**config.mk**
```make
export PLATFORM = sky130hd
export DESIGN_NAME = inst_fetch
export DESIGN_NICKNAME = d
export VERILOG_FILES = /design/src/rtl/inst_fetch_pkg.sv /design/src/rtl/inst_fetch_queue.sv /design/src/rtl/inst_fetch.sv
export SDC_FILE = /design/constraint.sdc
export NUM_CORES = 1
export LEC_CHECK = 0
export CELL_PAD_IN_SITES_DETAIL_PLACEMENT = 1
export CELL_PAD_IN_SITES_GLOBAL_PLACEMENT = 1
export CORE_ASPECT_RATIO = 1.25
export CORE_MARGIN = 2
export CORE_UTILIZATION = 39
export DETAILED_ROUTE_END_ITERATION = 10
export GPL_TIMING_DRIVEN = 0
export HOLD_SLACK_MARGIN = 0.03
export PLACE_DENSITY = 0.84
export SETUP_SLACK_MARGIN = 0.1
export SLEW_MARGIN = 15
export SYNTH_ARGS = -nofsm -noshare
export SYNTH_HDL_FRONTEND = slang
export SYNTH_SLANG_ARGS = --single-unit
```
**constraint.sdc**
```tcl
create_clock -name clk -period 4.4 [get_ports clk]
set_input_delay 0.88 -clock clk [delete_from_list [all_inputs] [get_ports clk]]
set_output_delay 0.88 -clock clk [all_outputs]
set_load 0.01 [all_outputs]
```
**src/rtl/inst_fetch_pkg.sv**
```systemverilog
// Shared types for the instruction fetch stage.
package inst_fetch_pkg;
  localparam int WORD_BYTES = 4;

  typedef struct packed {
    logic [31:0] pc;
    logic [31:0] inst;
  } fetch_entry_t;

  typedef enum logic {RUN, DRAIN} fetch_state_t;
endpackage

```
**src/rtl/inst_fetch_queue.sv**
```systemverilog
// Small synchronous FIFO of fetch entries; flush empties it and wins over push/pop.
module fetch_queue
  import inst_fetch_pkg::*;
#(
  parameter int DEPTH = 2
) (
  input  logic                         clk,
  input  logic                         rst_n,
  input  logic                         push_i,
  input  fetch_entry_t                 push_data_i,
  input  logic                         pop_i,
  input  logic                         flush_i,
  output fetch_entry_t                 head_o,
  output logic [$clog2(DEPTH+1)-1:0]   count_o,
  output logic                         empty_o,
  output logic                         full_o
);
  localparam int AW = $clog2(DEPTH);
  localparam int CW = $clog2(DEPTH+1);

  fetch_entry_t  mem_q [DEPTH];
  logic [AW-1:0] wr_ptr_q, rd_ptr_q;
  logic [CW-1:0] count_q;
  logic          do_push, do_pop;

  assign empty_o = (count_q == '0);
  assign full_o  = (count_q == CW'(DEPTH));
  assign do_pop  = pop_i & ~empty_o;
  assign do_push = push_i & (~full_o | do_pop);
  assign head_o  = mem_q[rd_ptr_q];
  assign count_o = count_q;

  always_ff @(posedge clk or negedge rst_n) begin
    if (!rst_n) begin
      wr_ptr_q <= '0;
      rd_ptr_q <= '0;
      count_q  <= '0;
    end else if (flush_i) begin
      wr_ptr_q <= '0;
      rd_ptr_q <= '0;
      count_q  <= '0;
    end else begin
      if (do_push) wr_ptr_q <= wr_ptr_q + 1'b1;
      if (do_pop)  rd_ptr_q <= rd_ptr_q + 1'b1;
      count_q <= count_q + CW'(do_push) - CW'(do_pop);
    end
  end

  always_ff @(posedge clk) begin
    if (do_push && !flush_i) mem_q[wr_ptr_q] <= push_data_i;
  end
endmodule

```
**src/rtl/inst_fetch.sv**
```systemverilog
// Fetch stage: PC, credit-limited imem requests, response queue to decode, redirect flush.
module inst_fetch
  import inst_fetch_pkg::*;
#(
  parameter logic [31:0] RESET_PC = 32'h0000_0000,
  parameter int          DEPTH    = 2
) (
  input  logic        clk,
  input  logic        rst_n,
  output logic        imem_req,
  output logic [31:0] imem_addr,
  input  logic        imem_gnt,
  input  logic        imem_rvalid,
  input  logic [31:0] imem_rdata,
  input  logic        redirect,
  input  logic [31:0] redirect_pc,
  output logic [31:0] inst,
  output logic [31:0] inst_pc,
  output logic        inst_valid,
  input  logic        inst_ready
);
  localparam int CW = $clog2(DEPTH+1);

  fetch_state_t  state_q, state_d;
  logic [31:0]   fetch_pc_q, fetch_pc_d;
  logic [CW-1:0] out_q, out_d, drop_q, drop_d;
  logic [CW:0]   occ;
  logic          fire, pop, keep;

  fetch_entry_t  dec_head, infl_head;
  logic [CW-1:0] dec_count, infl_count;
  logic          dec_empty, dec_full, infl_empty, infl_full;
  logic          unused;

  // The slot being popped this cycle counts as free, so a DEPTH=2 stage
  // can stream one word per cycle; the queue still never overflows.
  assign pop      = inst_valid & inst_ready;
  assign occ      = {1'b0, dec_count} + {1'b0, out_q} - (CW+1)'(pop);
  assign imem_req = rst_n & ~redirect & (occ < (CW+1)'(DEPTH));
  assign imem_addr = fetch_pc_q;
  assign fire     = imem_req & imem_gnt;
  assign keep     = imem_rvalid & (drop_q == '0) & ~redirect;

  assign inst_valid = ~dec_empty;
  assign inst       = inst_valid ? dec_head.inst : '0;
  assign inst_pc    = inst_valid ? dec_head.pc   : '0;

  always_comb begin
    out_d      = out_q + CW'(fire) - CW'(imem_rvalid);
    drop_d     = drop_q;
    fetch_pc_d = fetch_pc_q;
    if (fire) fetch_pc_d = fetch_pc_q + 32'(WORD_BYTES);
    if (imem_rvalid && drop_q != '0) drop_d = drop_q - 1'b1;
    if (redirect) begin
      fetch_pc_d = {redirect_pc[31:2], 2'b00};
      drop_d     = out_d;
    end
    state_d = state_q;
    case (state_q)
      RUN:     if (redirect && drop_d != '0) state_d = DRAIN;
      DRAIN:   if (drop_d == '0) state_d = RUN;
      default: state_d = RUN;
    endcase
  end

  always_ff @(posedge clk or negedge rst_n) begin
    if (!rst_n) begin
      state_q    <= RUN;
      fetch_pc_q <= RESET_PC;
      out_q      <= '0;
      drop_q     <= '0;
    end else begin
      state_q    <= state_d;
      fetch_pc_q <= fetch_pc_d;
      out_q      <= out_d;
      drop_q     <= drop_d;
    end
  end

  // In-flight PCs of live requests only; dropped ones are never pushed/popped.
  fetch_queue #(.DEPTH(DEPTH)) u_infl (
    .clk, .rst_n,
    .push_i      (fire & ~redirect),
    .push_data_i ('{pc: fetch_pc_q, inst: 32'h0}),
    .pop_i       (keep),
    .flush_i     (redirect),
    .head_o      (infl_head),
    .count_o     (infl_count),
    .empty_o     (infl_empty),
    .full_o      (infl_full)
  );

  fetch_queue #(.DEPTH(DEPTH)) u_dec (
    .clk, .rst_n,
    .push_i      (keep),
    .push_data_i ('{pc: infl_head.pc, inst: imem_rdata}),
    .pop_i       (pop),
    .flush_i     (redirect),
    .head_o      (dec_head),
    .count_o     (dec_count),
    .empty_o     (dec_empty),
    .full_o      (dec_full)
  );

  assign unused = ^{infl_head.inst, infl_count, infl_empty, infl_full, dec_full, redirect_pc[1:0]};
endmodule

```
== After elaboration in Yosys (flattened, before gate mapping) ==
Memories as Yosys holds them, arrays and structs flattened.
Cells that the tools add are included.

* Equal/unequal tests: 2
* Magnitude comparators: 1
* Reduce and logical (&&, ||, !) cells: 14
* Add/sub/neg operators: 14
* Bitwise logic cells: 18
* Mux-type cells: 20

{| class="wikitable"
|+ Operators with widths
! kind !! number
|-
| 32-bit 2-to-1 mux || 4
|-
| 32-bit by 3-bit adder with 32-bit output, second input constant || 1
|-
| 2-bit nonzero test || 7
|-
| 1-bit 2-to-1 mux || 12
|-
| 1-bit AND || 11
|-
| 2-bit 2-to-1 mux || 4
|-
| 2-bit by 1-bit adder with 2-bit output || 3
|-
| 2-bit logical NOT || 3
|-
| 2-bit by 1-bit subtractor with 2-bit output || 3
|-
| 1-bit NOT || 5
|-
| 1-bit adder, second input constant || 4
|-
| 2-bit equality test, second input constant || 2
|-
| 2-bit by 2-bit adder with 3-bit output || 1
|-
| 1-bit logical AND || 3
|-
| 3-bit by 2-bit < comparator with 1-bit output, second input constant || 1
|-
| 3-bit by 1-bit subtractor with 3-bit output || 1
|-
| 1-bit bitwise OR || 2
|-
| 2-bit by 1-bit subtractor with 2-bit output, second input constant || 1
|-
| 1-bit logical NOT || 1
|}

* Output and inout port bits: 98
* Memories kept: 2
* Bits in writable memories: 192
* Bits of input ports: 70
* Register bits after elaboration: 44
* Logic and storage cells: 80

{| class="wikitable"
|+ Memory list
! name !! words !! bits a word !! rd ports !! clocked after Yosys merged registers in !! write ports !! RTL line !! source
|-
| u_dec.mem_q || 2 || 64 || 1 || 0 || 1 || inst_fetch_queue.sv:21 || <nowiki>fetch_entry_t mem_q [DEPTH];</nowiki>
|-
| u_infl.mem_q || 2 || 32 || 1 || 0 || 1 || inst_fetch_queue.sv:21 ||
|}

== Longest topological paths before layout ==
* Depth after elaboration: 12
* Gate-level depth with buffers: 16
* Depth with buffers taken out: 16

== Modules after synthesis ==
From an unflattened synthesis, not the netlist that was laid out.

* Cells, all modules: 754
* Area, all modules: 12330.6 µm²

{| class="wikitable"
|+ By module, submodules not included
! module !! sequential area each (µm²) !! times used !! area each (µm²) !! cells each
|-
| fetch_queue at u_infl || 3943.8 || 1 || 4902.2 || 228
|-
| fetch_queue at u_dec || 3943.8 || 1 || 4883.4 || 228
|-
| inst_fetch || 850.8 || 1 || 2544.9 || 298
|}

== Worst setup path after synthesis ==
No wires, ideal clock.

* Path kind: input to register
* From: input port redirect
* To: memory u_dec.mem_q[0][0] (netlist name) (enable)
* Setup time: 0.491 ns
* Data required time: 3.909 ns
* Stages: 4
* Data arrival time: 4.081 ns
* Buffers on the path: 0
* Path slack: -0.171 ns
* Path through: inv_1 -> nand3_1 -> a21oi_1 -> nor2b_1

* Cells in the longest elaborated chain, start to end: 6
* Elaborated cells on any way between the ends: 7
* Those cells by class: mux: 2; bitwise: 3; reduce/logical: 2

{| class="wikitable"
|+ RTL lines
! what !! RTL line !! source
|-
| start: declaration || inst_fetch.sv:15 || <nowiki>input logic redirect,</nowiki>
|-
| 1-bit NOT || inst_fetch.sv:42 || <nowiki>assign keep = imem_rvalid & (drop_q == '0) & ~redirect;</nowiki>
|-
| 1-bit AND || inst_fetch.sv:42 ||
|-
| 1-bit AND || inst_fetch_queue.sv:29 || <nowiki>assign do_push = push_i & (~full_o | do_pop);</nowiki>
|-
| 1-bit logical AND (*) || inst_fetch_queue.sv:50 || <nowiki>if (do_push && !flush_i) mem_q[wr_ptr_q] <= push_data_i;</nowiki>
|-
| 1-bit 2-to-1 mux (*) || inst_fetch_queue.sv:50 ||
|-
| 1-bit 2-to-1 mux (implied by the code) (*) || inst_fetch_queue.sv:50 ||
|-
| end: declaration || inst_fetch_queue.sv:21 ||
|}

Every way passes the cells marked *; elsewhere a longest branch is shown, timed or not.

== Worst setup path after layout ==
* From: input port inst_ready
* To: output port imem_req

* Cells in the longest elaborated chain, start to end: 4

{| class="wikitable"
|+ RTL lines
! what !! RTL line !! source
|-
| start: declaration || inst_fetch.sv:20 || <nowiki>input logic inst_ready</nowiki>
|-
| 1-bit AND || inst_fetch.sv:37 || <nowiki>assign pop = inst_valid & inst_ready;</nowiki>
|-
| 3-bit by 1-bit subtractor with 3-bit output || inst_fetch.sv:38 || <nowiki>assign occ = {1'b0, dec_count} + {1'b0, out_q} - (CW+1)'(pop);</nowiki>
|-
| 3-bit by 2-bit < comparator with 1-bit output || inst_fetch.sv:39 || <nowiki>assign imem_req = rst_n & ~redirect & (occ < (CW+1)'(DEPTH));</nowiki>
|-
| 1-bit AND || inst_fetch.sv:39 ||
|-
| end: declaration || inst_fetch.sv:10 || <nowiki>output logic imem_req,</nowiki>
|}

Every way passes these cells.

==> flow_summary.yaml <==
critical_path:
  r2r-end: "u_infl.mem_q[1][18]"
  critPathArrivalTime_ns: 3.30
  cp-start-kind: "primary input"
  crit_type: "primary input to output pin"
  crit_path_top_delay_cell: "clkdlybuf4s50_1"
  required_ns: 3.52
  crit_fanout: 8
  startpoint: "inst_ready"
  reg2reg_from: "u_dec.count_o[1]"
  cp_slowest_stage_delay_ns: 0.54
  end_kind: "output pin"
  rrSetupSlack_ns: 0.58
  crit_chain: "clkdlybuf4s50_1 > nor2b_4 > ha_1 > inv_1 > nand2_1 > fa_1 > xnor2_2 > nor3_2 > dlygate4sd2_1"
  cp_num_buf_inv: 3
  critPathTopFamily: "buffers and inverters"
  cp_num_cells: 9
  reg2regPathDepth: 12
synth:
  yosysUniqueCellTypes: 45
  yosysWarnings: 0
  ys_seq_area_share_pct: 70.6
  ys_ff_latch: 226
  synth_cells: 639
  synth_area_um2: 9320
  synthTopCellsByArea: "edfxtp_1, dfrtp_1, mux2i_1"
  yosys.area.top_type_share_pct: 59.3
  syn_avg_cell_area_um2: 14.6
  synth.largest_area_cell: "edfxtp_1"
global_route:
  grt_pass1_vias: 6319
  antenna_found_initial: 0
  overflow: 0
  grt_max_degree: 34
  grt_pass1_wl_mm: 36.0
  track_usage_pct: 18.8
clocking:
  numCtsBuffers: 23
  cts_buffer_depth: 3
  cts.sinks: 226
  cts_tree: "built"
  clkLatencyLatePin_ns: 0.51
  htree_levels: 1
  cts-root-buf: "clkbuf_16"
  clkSlewWorstSetupHoldPaths_ns: 0.06
layout:
  antenna_cells: 0
  fin_nets: 917
  stdcell_count: 1144
  drive_above_1_share_pct: 11.7
  area_delta_synth_final_pct: 32.4
  fin_util_pct: 52.4
  final_cell_mix: "edfxtp_1, clkdlybuf4s50_1, nor2_1"
  layout_commonest_cell: "edfxtp_1"
placement:
  gp_congestion: 0.809
  dp_cells: 1102
  dp_slack_ns: -0.416
  hpwl_mm: 16.6
  portBuffers: 161
routing:
  routed_via_density: 5.15
  wl_mm: 23.9
  detail_route.wl_per_cell_um: 20.9
  first_iter_violations: 279
  drc: 0
  via_count: 5890
  antenna_left: 0
  drtPass1Iterations: 4
power_and_ir_drop:
  intPower_mw: 5.04
  switching_share_pct: 30.0
  seqPwrFrac_pct: 38.1
  p_comb_share_pct: 32.4
  p_per_area_nw_per_um2: 583
  clkPwrFrac_pct: 29.5
  p_switching_mw: 2.16
  p_leak_nw: 4.22
  irDropWorstVdd_uv: 263
floorplanning:
  die_h_um: 177
  core_area_um2: 23600
  fp.dieW_um: 142
  initial_core_util_pct: 39.5
  ios: 168
  rows: 63
  die_area_um2: 25200
timing:
  final_hold_viol_count: 0
  slew_violations: 0
  relSlewSlack_pct: 40.5
  period_needed_ns: 4.18
  skew_ns: 0.0175
  worstMarginPinSlew_ns: 0.884
  fmaxAchievable_mhz: 239
  setup_viol: 0
  whs_ns: 0.283
  setup_slack_ns: 0.220
  min_period_over_period_pct: 95.0
  grt_setup_unrepaired: "no"
run_status:
  status: "completed"
min_path:
  worstHoldPathType: "primary input to asynchronous set/reset pin"
job:
  max_cap_violations: 0
## area by class of cell
type / count / area, um2
Sequential cell: 226 / 6580
Clock inverter: 14 / 220
Fill cell: 2341 / 11200
Timing Repair Buffer: 169 / 1780
Clock buffer: 27 / 601
Inverter: 12 / 45.0
Multi-Input combinational cell: 375 / 2610
Tap cell: 292 / 365
Buffer: 29 / 136
## routing by layer
| layer | part of all wire [%] | track usage (%) |
|---|---|---|
| met5 | 0 | 0 |
| met4 | 2.3 | 5.88 |
| met3 | 5.5 | 2.46 |
| met2 | 54 | 35.2 |
| met1 | 38 | 22.3 |
## cell families (layout without fill, tap and decap cells)
| family | after synthesis | in the layout | share of synthesized area [%] |
|---|---|---|---|
| AOI/OAI and AO/OA | 45 | 45 | 3.03 |
| xor gates and xnor gates | 22 | 22 | 2.07 |
| adders and majority gates | 11 | 11 | 1.56 |
| buffers and inverters | 41 | 251 | 1.95 |
| DFF | 226 | 226 | 70.6 |
| muxes | 99 | 99 | 11.1 |
| other | 1 | 4 | 0.0402 |
| and+or+nand+nor | 194 | 194 | 9.68 |
## worst register-to-register path: cells and delay by family, from the launching register on
kind,cells,cell delay [ns]
xor gates and xnor gates,1,0.24
AOI/OAI and AO/OA,1,0.36
adders and majority gates,2,0.70
DFF,1,0.40
and+or+nand+nor,5,1.32
buffers and inverters,3,0.48
## what timing repair did
item                       in CTS  in global routing
setup endpoints to repair      19                 19
setup buffers                   0                  1
hold buffers                    0                  0
hold endpoints to repair        0                  0
gates resized for setup         5                  0
## sequential cells by signal, indices dropped and copies added, names as in the netlist
name / flops
u_dec.mem_q: 124
u_infl.mem_q: 60
imem_addr: 30
drop_q: 2
out_q: 2
u_dec.count_o: 2
u_infl.count_o: 2
u_dec.rd_ptr_q: 1
u_dec.wr_ptr_q: 1
u_infl.rd_ptr_q: 1
u_infl.wr_ptr_q: 1
## power by group through the flow
| stage | logic, mW | clock network, mW | registers, mW |
|---|---|---|---|
| final | 2.33 | 2.12 | 2.74 |
| after global placement | 2.19 | 0 | 2.77 |
| after detailed placement | 2.32 | 0 | 2.79 |
| after global routing | 2.53 | 2.23 | 2.77 |
| after CTS | 2.37 | 2.16 | 2.74 |
| after floorplan | 1.15 | 0 | 2.75 |
## worst max-delay path by stage
stage	to
final	imem_req
after detailed placement	u_infl.mem_q[0][18]
after global placement	u_infl.mem_q[0][16]
after global routing	u_infl.mem_q[1][30]
after floorplan	u_infl.mem_q[0][10]
after CTS	imem_req
## synth_stat cells
library cell	n
or4_1	1
nor3_1	5
o21ai_0	18
clkbuf_1	17
nand3_4	1
nand4_1	10
o21bai_1	2
xnor2_1	16
a31oi_1	3
fa_1	1
or3_1	4
inv_1	11
nor2_1	83
nand4b_1	1
xor2_1	6
mux2i_1	65
buf_2	1
nand3b_1	1
inv_2	1
and3_1	1
buf_4	4
o311ai_0	5
and4_1	1
conb_1	1
mux2_2	34
o211ai_1	11
dfrtp_1	42
edfxtp_1	184
nand2_1	45
ha_1	10
nor4b_1	1
or2_2	2
nand2b_1	2
nor4_4	1
clkbuf_4	1
nand4_2	1
a21oi_1	5
nor2b_1	5
and2_1	2
and3_2	1
a21o_1	1
nand3_1	23
buf_6	1
buf_1	5
nor4_1	3
## metrics by stage
step / area, um2 / power [mW] / setup TNS, ns
6_report: 12300 / 7.20 / 0
4_1_cts: 12300 / 7.27 / 0
5_1_grt: 12300 / 7.53 / 0
3_5_place_dp: 11500 / 5.10 / -19.95
2_1_floorplan: 9330 / 3.90 / 0
3_3_place_gp: 11300 / 4.97 / -162.00
Note: power is estimated with default switching activity, not from simulation.
==> RTL change 1 (config.mk and constraints unchanged) <==
`DEPTH` is set to 2 in 2 places; all go to 4. Comments in the files are not updated.
--- a/src/rtl/inst_fetch_queue.sv
+++ b/src/rtl/inst_fetch_queue.sv
@@ -4,3 +4,3 @@
 #(
-  parameter int DEPTH = 2
+  parameter int DEPTH = 4
 ) (
--- a/src/rtl/inst_fetch.sv
+++ b/src/rtl/inst_fetch.sv
@@ -5,3 +5,3 @@
   parameter logic [31:0] RESET_PC = 32'h0000_0000,
-  parameter int          DEPTH    = 2
+  parameter int          DEPTH    = 4
 ) (
Function: changed (Yosys sat finds a counterexample within 4 cycles, from zero or initial values and one cycle with rst_n low).
==> RTL change 1 against the original RTL <==
  * Synthesized area up 81%
  * Total power rose by 54%
  * Setup slack better by 0.15 ns
  * Non-clock buffer count grew 18
  * Critical path depth is 9 higher
  * Sequential cell count up 192
  * Clock power grew 58%
  * Cell area is 68% higher
  * Routed wire length increased by 60%
==> RTL change 1: results (changes against the original RTL) <==
[status]
status = finished clean

[yosys]
syn_inst = 888  ; +39%
synth_common_cells = edfxtp_1, mux4_2, and2_1, dfrtp_1, nand2_1
synth_area_leaders = edfxtp_1, mux4_2, dfrtp_1, and2_1, ha_1
synthArstFlopShare_pct = 11.96  ; -6.6 points
synth_cell_types = 57  ; +27%
synth_enable_flop_cells = 368  ; +100%
ys_seq_area_share_pct = 72.85  ; +2.3 points

[finish]
fillers = 4029  ; +72%
stdcell_count = 1697  ; +48%
drive_gt1_share_pct = 18.11  ; +6.4 points
fin_nets = 1197  ; +31%

[power_and_ir_drop]
pg_seq_mw = 4.80  ; +75%
vdd_drop_max_mv = 0.3534  ; +35%
internal_power_mw = 8.087  ; +61%
powerDensity_mw_per_mm2 = 537.0  ; -7.9%

[placed_design]
placed_cells = 1625  ; +47%
dp_hpwl_um = 25770  ; +55%
place.gp.congestion = 0.8011  ; -0.94%
dpl_worst_slack_ns = -0.4518  ; -0.03577 ns

[critical_path]
ff2ff_setup_slack_ns = 0.37  ; -0.21 ns
arrival_ns = 4.49  ; +1.19 ns
critPathLaunch = u_dec.count_o[0]
rr_worst_depth = 18  ; +6

[global_routing]
grt_pass1_wl_um = 59000  ; +64%
grt_pass1_vias = 9925  ; +57%

[timing]
skew_ns = 0.02600  ; +0.008480 ns
fin_crit_ns = 4.027  ; -0.1531 ns

[clock_tree]
clk_latency_ns = 0.55  ; +0.04 ns
cts_inserted_buffers = 41  ; +78%
cts_max_level = 2  ; +1

[drt]
first_pass_iters = 5  ; +1
drt_wl_total_um = 38180  ; +60%

## RTL change 1: kinds of logic after synthesis
logic type	Yosys count	share of synthesized area [%]
buffers and inverters	75	1.949
xor gates and xnor gates	11	0.5705
DFF	418	72.85
adders and majority gates	24	1.912
other	1	0.02221
AOI/OAI and AO/OA	48	2.512
muxes	116	13.77
and+or+nand+nor	195	6.424
## RTL change 1: repair_timing
action	in CTS	in global routing
pin swaps	1	1
gates resized for setup	7	0
hold buffers	0	0
buffers inserted	1	1
gates cloned	0	0
endpoints found under the setup margin	128	59
## RTL change 1: per-layer routing
layer / global-route usage, % / part of all wire (%) / vias up
met5: 0 / 0 / -
met3: 2.282 / 3.9 / 79
li1: - / - / 3967
met1: 22.01 / 42 / 4643
met4: 7.047 / 3.3 / 0
met2: 29.82 / 51 / 254
## RTL change 1: worst max-delay path: stages (launching register included)
cell	delay (ns)
dfrtp_1	0.41
or3_4	0.40
and2_4	0.19
ha_1	0.17
inv_1	0.12
ha_1	0.24
and3b_1	0.22
a2111oi_4	0.29
o21a_2	0.20
inv_2	0.06
buf_6	0.14
buf_2	0.21
ha_1	0.30
inv_1	0.04
ha_1	0.18
fa_1	0.38
xnor2_1	0.23
nand2_1	0.07
o21ai_0	0.09
## RTL change 1: cell type report
class                      instances  area [um2]  share of cell area [%]
multi-input combinational        398        4290                   20.73
clock buffer                      54        1095                   5.290
timing repair buffer             171        1812                   8.753
tap                              565       706.9                   3.416
buffer                            45       217.7                   1.052
inverter                          28       105.1                  0.5078
sequential                       418       12300                   59.44
clock inverter                    18       168.9                  0.8161
==> RTL change 2 (config.mk and constraints unchanged) <==
Made on the original files. Make the reset (`rst_n`) synchronous in 2 clocked blocks.
--- a/src/rtl/inst_fetch_queue.sv
+++ b/src/rtl/inst_fetch_queue.sv
@@ -32,3 +32,3 @@
 
-  always_ff @(posedge clk or negedge rst_n) begin
+  always_ff @(posedge clk) begin
     if (!rst_n) begin
--- a/src/rtl/inst_fetch.sv
+++ b/src/rtl/inst_fetch.sv
@@ -65,3 +65,3 @@
 
-  always_ff @(posedge clk or negedge rst_n) begin
+  always_ff @(posedge clk) begin
     if (!rst_n) begin
Formal check against the unedited RTL: differs if rst_n is asserted again (counterexample within 4 cycles, from zero or initial values and one cycle with rst_n low); with rst_n held inactive, the same outputs for 4 cycles.
==> RTL change 2 against the original RTL <==
  * Hold slack better by 0.26 ns
  * Clock skew increased by 0.0063 ns
  * Sequential cell count is 2 higher
  * Setup slack improved by 0.14 ns
  * Routed wire length is 5.3% lower
  * Synthesized area grew 0.11%
  * Largest cell class unchanged
  * Register-to-register slack gained 0.13 ns
  * Cell area down 1.1%
  * Cell count is 0.96% higher
  * Non-clock buffer count is 3 higher
  * Global-route usage fell by 0.70 points
Power is not compared: it rests on default switching activity, and its combinational part moved more than twofold at a synthesized area within 25%.
==> RTL change 2: results (changes against the original RTL) <==
[yosys]
synth-compound-area-share_pct = 3.850  ; +0.81 points
synthMuxAreaShare_pct = 10.62  ; -0.47 points
syn_area_mm2 = 0.009328  ; +0.11%
synth_cell_types = 55  ; +22%
ys_seq_area_share_pct = 68.68  ; -1.9 points
ys_ff_latch = 228  ; +0.88%
syn_area_per_cell_um2 = 14.31  ; -1.9%
synth_xor_area_share_pct = 3.555  ; +1.5 points
synthAdderAreaFrac_pct = 1.288  ; -0.27 points
ys_warn_count = 0  ; unchanged
synth_common_cells = edfxtp_1, nor2_1, mux2i_1, dfxtp_1, mux2_2
synthArstFlopShare_pct = 0  ; -19 points

[finish]
final-nonclk-buf-share_pct = 15.55  ; about the same
multi_input_area_share_pct = 22.74  ; +1.6 points
fillers = 2373  ; +1.4%
n_all_buffers = 201  ; +1.5%
regArea_mm2 = 0.006406  ; -2.6%
stdcell_count = 1155  ; +0.96%
clk_share_pct = 5.833  ; -0.82 points
multi_input_comb_cells = 380  ; +1.3%
syn_to_final_growth_pct = 30.85
largest_register = u_dec.mem_q
inv_count = 13  ; +1
fin_nets = 926  ; +0.98%
drive_gt1_share_pct = 12.40  ; +0.66 points

[placed_design]
place_area_mm2 = 0.01147  ; -0.12%
placed_cells = 1114  ; +1.1%
dpl_worst_slack_ns = -0.1575  ; +0.2585 ns
dp_hpwl_um = 16300  ; -2.0%
place.gp.congestion = 0.8643  ; +6.9%

[power_and_ir_drop]
power.total_mw = 5.005

[drt]
drt-met1-wl_um = 9116  ; +0.72%
wl_met2_um = 12040  ; -7.2%
drt_wl_total_um = 22590  ; -5.3%
first_iter_violations = 203  ; -27%
met3_length_um = 1073  ; -18%
vias = 5844  ; -0.78%

[status]
status = finished clean

[global_routing]
grt_pass1_wl_um = 35440  ; -1.7%
grt_use_met2_pct = 33.76  ; -1.4 points
grt_pass1_vias = 6268  ; -0.81%
grt_max_degree = 50  ; +47%
met3_usage_pct = 2.165  ; -0.30 points
grt_usage_pct = 18.11  ; -0.70 points

[critical_path]
rr_worst_depth = 16  ; +4
ff2ff_setup_slack_ns = 0.71  ; +0.13 ns
r2r-end = drop_q[1]
arrival_ns = 3.16  ; -0.14 ns
critPathMaxStageDelay_ns = 0.49  ; -0.05 ns

[timing]
hold_slack_ns = 0.5483  ; +0.2648 ns
fin_crit_ns = 4.039  ; -0.1416 ns
tightest_slew_ns = 0.9161  ; +0.03212 ns

==> RTL change 2: cell types whose count changed in the layout (fill, tap and decap cells not counted), moves of 7 or more <==
cell | unedited run | this run
nand3_1 | 23 | 12
dfxtp_1 | 0 | 44
o211ai_1 | 11 | 1
nand2_1 | 45 | 30
a21oi_1 | 5 | 14
xnor2_1 | 15 | 24
and2_1 | 0 | 7
nor2_1 | 82 | 75
dfrtp_1 | 42 | 0
==> RTL change 2: worst register-to-register path: stages, from the launching register on <==
cell       delay, ns
dfxtp_1         0.33
nor2_4          0.36
nor2b_2         0.11
ha_1            0.29
inv_1           0.08
nand2_1         0.07
fa_2            0.57
nand4b_1        0.21
nor2_4          0.31
inv_2           0.14
buf_6           0.18
ha_1            0.28
inv_1           0.04
ha_1            0.18
xnor2_1         0.12
and2_1          0.16
o2bb2ai_1       0.13
==> RTL change 2: timing repair <==
item | in CTS | in global routing
gates resized for setup | 7 | 0
endpoints found under the hold margin | 0 | 0
setup endpoints to repair | 3 | 0
